## src/rtl/qr_r_stream_out.sv

```systemverilog
// Captures an 8-row QR result frame, keeps the top D_WIDTH rows as R, and
// streams R back out element by element, forcing the lower triangle to zero.
module qr_r_stream_out #(
  parameter int D_WIDTH    = 4,
  parameter int DATA_WIDTH = 20,
  parameter int ROW_NUM    = 8,
  parameter int IDX_W      = 2
) (
  input  logic                          clk,
  input  logic                          rst,
  input  logic                          valid_i,
  input  logic [DATA_WIDTH*D_WIDTH-1:0] row_i,
  output logic                          m_valid_o,
  input  logic                          m_ready_i,
  output logic [DATA_WIDTH-1:0]         m_data_o,
  output logic [IDX_W-1:0]              m_row_o,
  output logic [IDX_W-1:0]              m_col_o,
  output logic                          m_last_o,
  output logic                          busy_o,
  output logic                          overflow_o
);

  localparam int CNT_W = (ROW_NUM > 1) ? $clog2(ROW_NUM) : 1;
  localparam int K_W   = (D_WIDTH > 1) ? $clog2(D_WIDTH * D_WIDTH) : 1;
  localparam logic [K_W-1:0]   K_LAST   = K_W'(D_WIDTH * D_WIDTH - 1);
  localparam logic [K_W-1:0]   K_DW     = K_W'(D_WIDTH);
  localparam logic [CNT_W-1:0] CNT_LAST = CNT_W'(ROW_NUM - 1);
  localparam logic [CNT_W-1:0] CNT_KEEP = CNT_W'(D_WIDTH);

  typedef enum logic {S_COLLECT, S_DRAIN} state_t;

  state_t                       r_state;
  logic [CNT_W-1:0]             r_cnt;
  logic [K_W-1:0]               r_k;
  logic                         r_overflow;
  logic signed [DATA_WIDTH-1:0] r_mem [D_WIDTH][D_WIDTH];

  logic                         w_drain;
  logic                         w_store;
  logic [IDX_W-1:0]             w_r;
  logic [IDX_W-1:0]             w_c;
  logic signed [DATA_WIDTH-1:0] w_elem;

  assign w_drain = (r_state == S_DRAIN);
  assign w_store = (r_state == S_COLLECT) && valid_i && (r_cnt < CNT_KEEP);
  assign w_r     = IDX_W'(r_k / K_DW);
  assign w_c     = IDX_W'(r_k % K_DW);
  assign w_elem  = r_mem[w_r][w_c];

  // R storage is not reset; the read side gates it with the drain state.
  always_ff @(posedge clk) begin
    if (w_store) begin
      for (int j = 0; j < D_WIDTH; j++) begin
        r_mem[IDX_W'(r_cnt)][j] <= row_i[DATA_WIDTH*(D_WIDTH-j)-1 -: DATA_WIDTH];
      end
    end
  end

  always_ff @(posedge clk) begin
    if (rst) begin
      r_state    <= S_COLLECT;
      r_cnt      <= '0;
      r_k        <= '0;
      r_overflow <= 1'b0;
    end else if (r_state == S_COLLECT) begin
      if (valid_i) begin
        if (r_cnt == CNT_LAST) begin
          r_cnt   <= '0;
          r_k     <= '0;
          r_state <= S_DRAIN;
        end else begin
          r_cnt <= r_cnt + 1'b1;
        end
      end
    end else begin
      // No upstream backpressure: rows arriving now are lost and flagged.
      if (valid_i) r_overflow <= 1'b1;
      if (m_ready_i) begin
        if (r_k == K_LAST) begin
          r_k     <= '0;
          r_state <= S_COLLECT;
        end else begin
          r_k <= r_k + 1'b1;
        end
      end
    end
  end

  assign m_valid_o  = w_drain;
  assign busy_o     = w_drain;
  assign overflow_o = r_overflow;
  assign m_row_o    = w_r;
  assign m_col_o    = w_c;
  assign m_last_o   = w_drain && (r_k == K_LAST);
  assign m_data_o   = (w_drain && (w_c >= w_r)) ? w_elem : '0;

endmodule

```

## config.mk

```make
export PLATFORM = sky130hd
export DESIGN_NAME = qr_r_stream_out
export DESIGN_NICKNAME = d
export VERILOG_FILES = /design/src/rtl/qr_r_stream_out.sv
export SDC_FILE = /design/constraint.sdc
export NUM_CORES = 1
export LEC_CHECK = 0
export BUFFER_PORTS_ARGS = -buffer_cell sky130_fd_sc_hd__buf_2
export CORE_MARGIN = 4
export CORE_UTILIZATION = 25
export CTS_CLUSTER_SIZE = 14
export DETAILED_ROUTE_END_ITERATION = 8
export GPL_ROUTABILITY_DRIVEN = 1
export GPL_TIMING_DRIVEN = 0
export PLACE_DENSITY = 0.43
export SYNTH_ARGS = -nofsm -noshare
export SYNTH_HDL_FRONTEND = slang
export SYNTH_SLANG_ARGS = --single-unit
export TNS_END_PERCENT = 100
```

## constraint.sdc

```tcl
create_clock -name clk -period 9.4 [get_ports clk]
set_input_delay 0.94 -clock clk [delete_from_list [all_inputs] [get_ports clk]]
set_output_delay 0.94 -clock clk [all_outputs]
set_load 0.005 [all_outputs]
```

==> results.md <==
* Status: complete, no violations
* Yosys cell types at 31
* Fin area at 15500 sq um
* Type of origin of the critical path: register
* Vias in the first global route at 6377
* Cell Area, Synth at 12800 sq um
* GR Util All Layers at 11.1%
* Period utilization at 53.8%
* Finished Layout Cells at 1429
* Reg2Reg Depth at 4
* Setup Skew at 0.0105 ns
* R2r startpoint: busy_o$_SDFF_PP0_
* Worst setup EP type: output pin
* Routability cong. at 0.693
* Post-CTS setup buffer count at 0
* Fin Setup TNS at 0 ns
* Clock transition at the registers of the reported paths at 0.05 ns
* Pins Over Slew Limit at 0
* Root buf cell: clkbuf_16
* Final WL at 30400 microns
* Count of state elements after synthesis at 331
* Clock period minus worst slack at 5.06 ns
* Crit Reg-Reg Endpoint: r_mem[2][39]$_DFFE_PP_
* Worst Hold Depth at 2
* Average cell area after synthesis at 22.3 sq um
* Pin count of the biggest net entering global routing at 52
* Worst-Skew Late Latency at 0.51 ns
* CTS H-tree lvls at 2
* IR drop worst, VDD at 0.106 mV
* Final setup fails at 0
* Starting Density at 25.3%
* First-pass GRT wire length at 44000 microns
* Hold EP: overflow_o$_SDFFE_PP0P_
* Core Area at 50400 sq um
* Max-slew headroom at 43.4%
* Syn. warnings at 0
* Required time of the worst setup path at 8.46 ns
* Clock sink total at 331
* Total power at 3.24 mW
* Fin nets at 820
* Ys flop type: edfxtp_1
* Maximum fanout along the worst path at 10
* Max Buffers Root-to-Sink at 3
* Die area at 54800 sq um
* DR DRC count at 0
* Asr flop ratio synth at 0%
* Post-Syn Instances at 573
* Grt total ovfl at 0
* Critical Path AT at 4.12 ns
* Max-Cap Viols at 0
* Initial antenna violation count at 8
* Synth area leader: edfxtp_1
* I/O Pins at 112
* Synth top area share at 75.2%
* Synthesis-to-layout area growth at 21.6%
* Synth top cells by count: edfxtp_1 (320), mux4_2 (80), nand2b_1 (40)
* CTS tree: done
* Post_cts resized at 0
* Least-Margin Pin Slew at 0.849 ns
* 1st-pass router iterations at 4
* Antenna viol nets, final at 0
* Dpl hpwl at 19700 microns
* Pwr/cell area at 209 nW/um^2
* RSZ-0062 raised after global routing: false
* Hold WS at 0.461 ns
* Hold crit path type: register to register
* DR WL/cell at 21.3 microns
* Critical path origin: r_k[0]$_SDFFE_PP0N_
* EDFF count, synth at 320
* Num rows at 82
* Hold_sp: overflow_o$_SDFFE_PP0P_
* Setup CP Type: register to output pin
* Placed Cells incl. Taps at 1360
* FMAX at 198 MHz
* P_leak at 5.09 nW
* Synth area leaders: edfxtp_1 (75%), mux4_2 (14%), nand2b_1 (2.0%)
* Fraction of layout cells with a size suffix above 1 at 35.3%
* Delay-heaviest family, CP: buffers and inverters
* Post-synth net total at 665
* Worst path cell trace: clkbuf_1, inv_1, buf_2, ha_1, or3b_1, nand4b_1, clkbuf_1, nand2b_1, o211ai_1, buf_2
* TritonCTS Buffers at 38
* Die width at 234 microns
* WP buf/inv at 5
* Seq/Total Area, Yosys at 77.0%
* Slowest cell on crit path: clkbuf_1
* Iter 0 DRT Violations at 407
* Final Hold Fails at 0
* CP max stage delay at 0.50 ns
* Vert. Die Dim at 234 microns
* Via count at 6080
* Reg2reg setup slack at 7.05 ns
* Port Buf Inserts at 110
* Most frequent cell after synthesis: edfxtp_1
* Via density at 4.25
* Area after DPL at 14300 sq um
* Hold_buf cts at 0
-- final cells by class --
| type | instances | area [sq um] |
|---|---|---|
| flip-flops and latches | 331 | 9830 |
| well taps | 672 | 841 |
| clock buffers | 51 | 1070 |
| diodes | 1 | 2.50 |
| fillers | 4899 | 34800 |
| plain buffers | 27 | 179 |
| clock inverters | 17 | 154 |
| repair buffers | 115 | 681 |
| multi-input cells | 210 | 2750 |
| inverters | 5 | 18.8 |
-- layer usage --
metal / vias to the layer above / wire length [microns] / global-route usage (%)
li1: 2712 / - / -
met1: 3178 / 13300 / 14.8
met2: 129 / 14700 / 18.1
met3: 47 / 1790 / 3.19
met4: 14 / 427 / 2.25
met5: - / 80 / 0
-- power breakdown --
group          internal (mW)  switching (mW)
registers               1.68          0.0106
clock network          0.881           0.561
logic                 0.0463          0.0670
total                   2.61           0.639
-- per-stage QoR --
| step | setup WS [ns] | util [%] |
|---|---|---|
| after detailed placement | 4.74 | 28.4 |
| after CTS | 4.16 | 30.8 |
| final | 4.34 | 30.8 |
| after global routing | 4.01 | 30.8 |
| after floorplan | 5.83 | - |
| after global placement | 3.67 | 28.1 |
-- cells in the final DEF, fill, tap and decap left out, types with 5 or more instances in the layout --
| cell type | synthesis | routed |
|---|---|---|
| buf_2 | 6 | 116 |
| clkbuf_16 | 0 | 41 |
| a21oi_1 | 5 | 5 |
| clkinv_1 | 0 | 8 |
| ha_1 | 8 | 8 |
| nand2b_1 | 40 | 40 |
| mux2i_1 | 22 | 22 |
| buf_4 | 8 | 8 |
| clkbuf_1 | 10 | 19 |
| edfxtp_1 | 320 | 320 |
| mux4_2 | 80 | 80 |
| inv_1 | 5 | 5 |
| o211ai_1 | 19 | 19 |
| dfxtp_1 | 11 | 11 |
| nor2_1 | 10 | 10 |
| clkinv_2 | 0 | 5 |
-- worst max-delay path by stage --
stage                             end  cells past startpoint
5_1_grt                   m_data_o[3]                     10
6_report                  m_data_o[3]                     10
3_5_place_dp              m_data_o[3]                     10
3_3_place_gp   r_mem[0][73]$_DFFE_PP_                      4
4_1_cts                   m_data_o[3]                     10
2_1_floorplan   r_mem[0][0]$_DFFE_PP_                      3
-- state kept, by name, indices dropped and copies added, names as in the netlist, named ones only --
| signal | count |
|---|---|
| r_k | 4 |
| busy_o | 1 |
| overflow_o | 1 |
| r_mem | 320 |
| r_cnt | 3 |
-- worst reg2reg max path: cells and delay by family, from the launching register on --
family,cells,cell delay (ns)
DFF,1,0.40
and+or+nand+nor,3,1.21
buffers and inverters,1,0.33
-- logic make-up (layout without fill, tap and decap cells) --
| logic type | after synthesis | in the layout | share of synthesized area [%] |
|---|---|---|---|
| AOI/OAI and AO/OA | 32 | 32 | 1.74 |
| adders and majority gates | 8 | 8 | 0.784 |
| buffers and inverters | 32 | 215 | 1.55 |
| DFF | 331 | 331 | 77.0 |
| muxes | 102 | 102 | 15.8 |
| other | 0 | 1 | 0 |
| and+or+nand+nor | 68 | 68 | 3.12 |
Power figures use the tool's default switching activity.
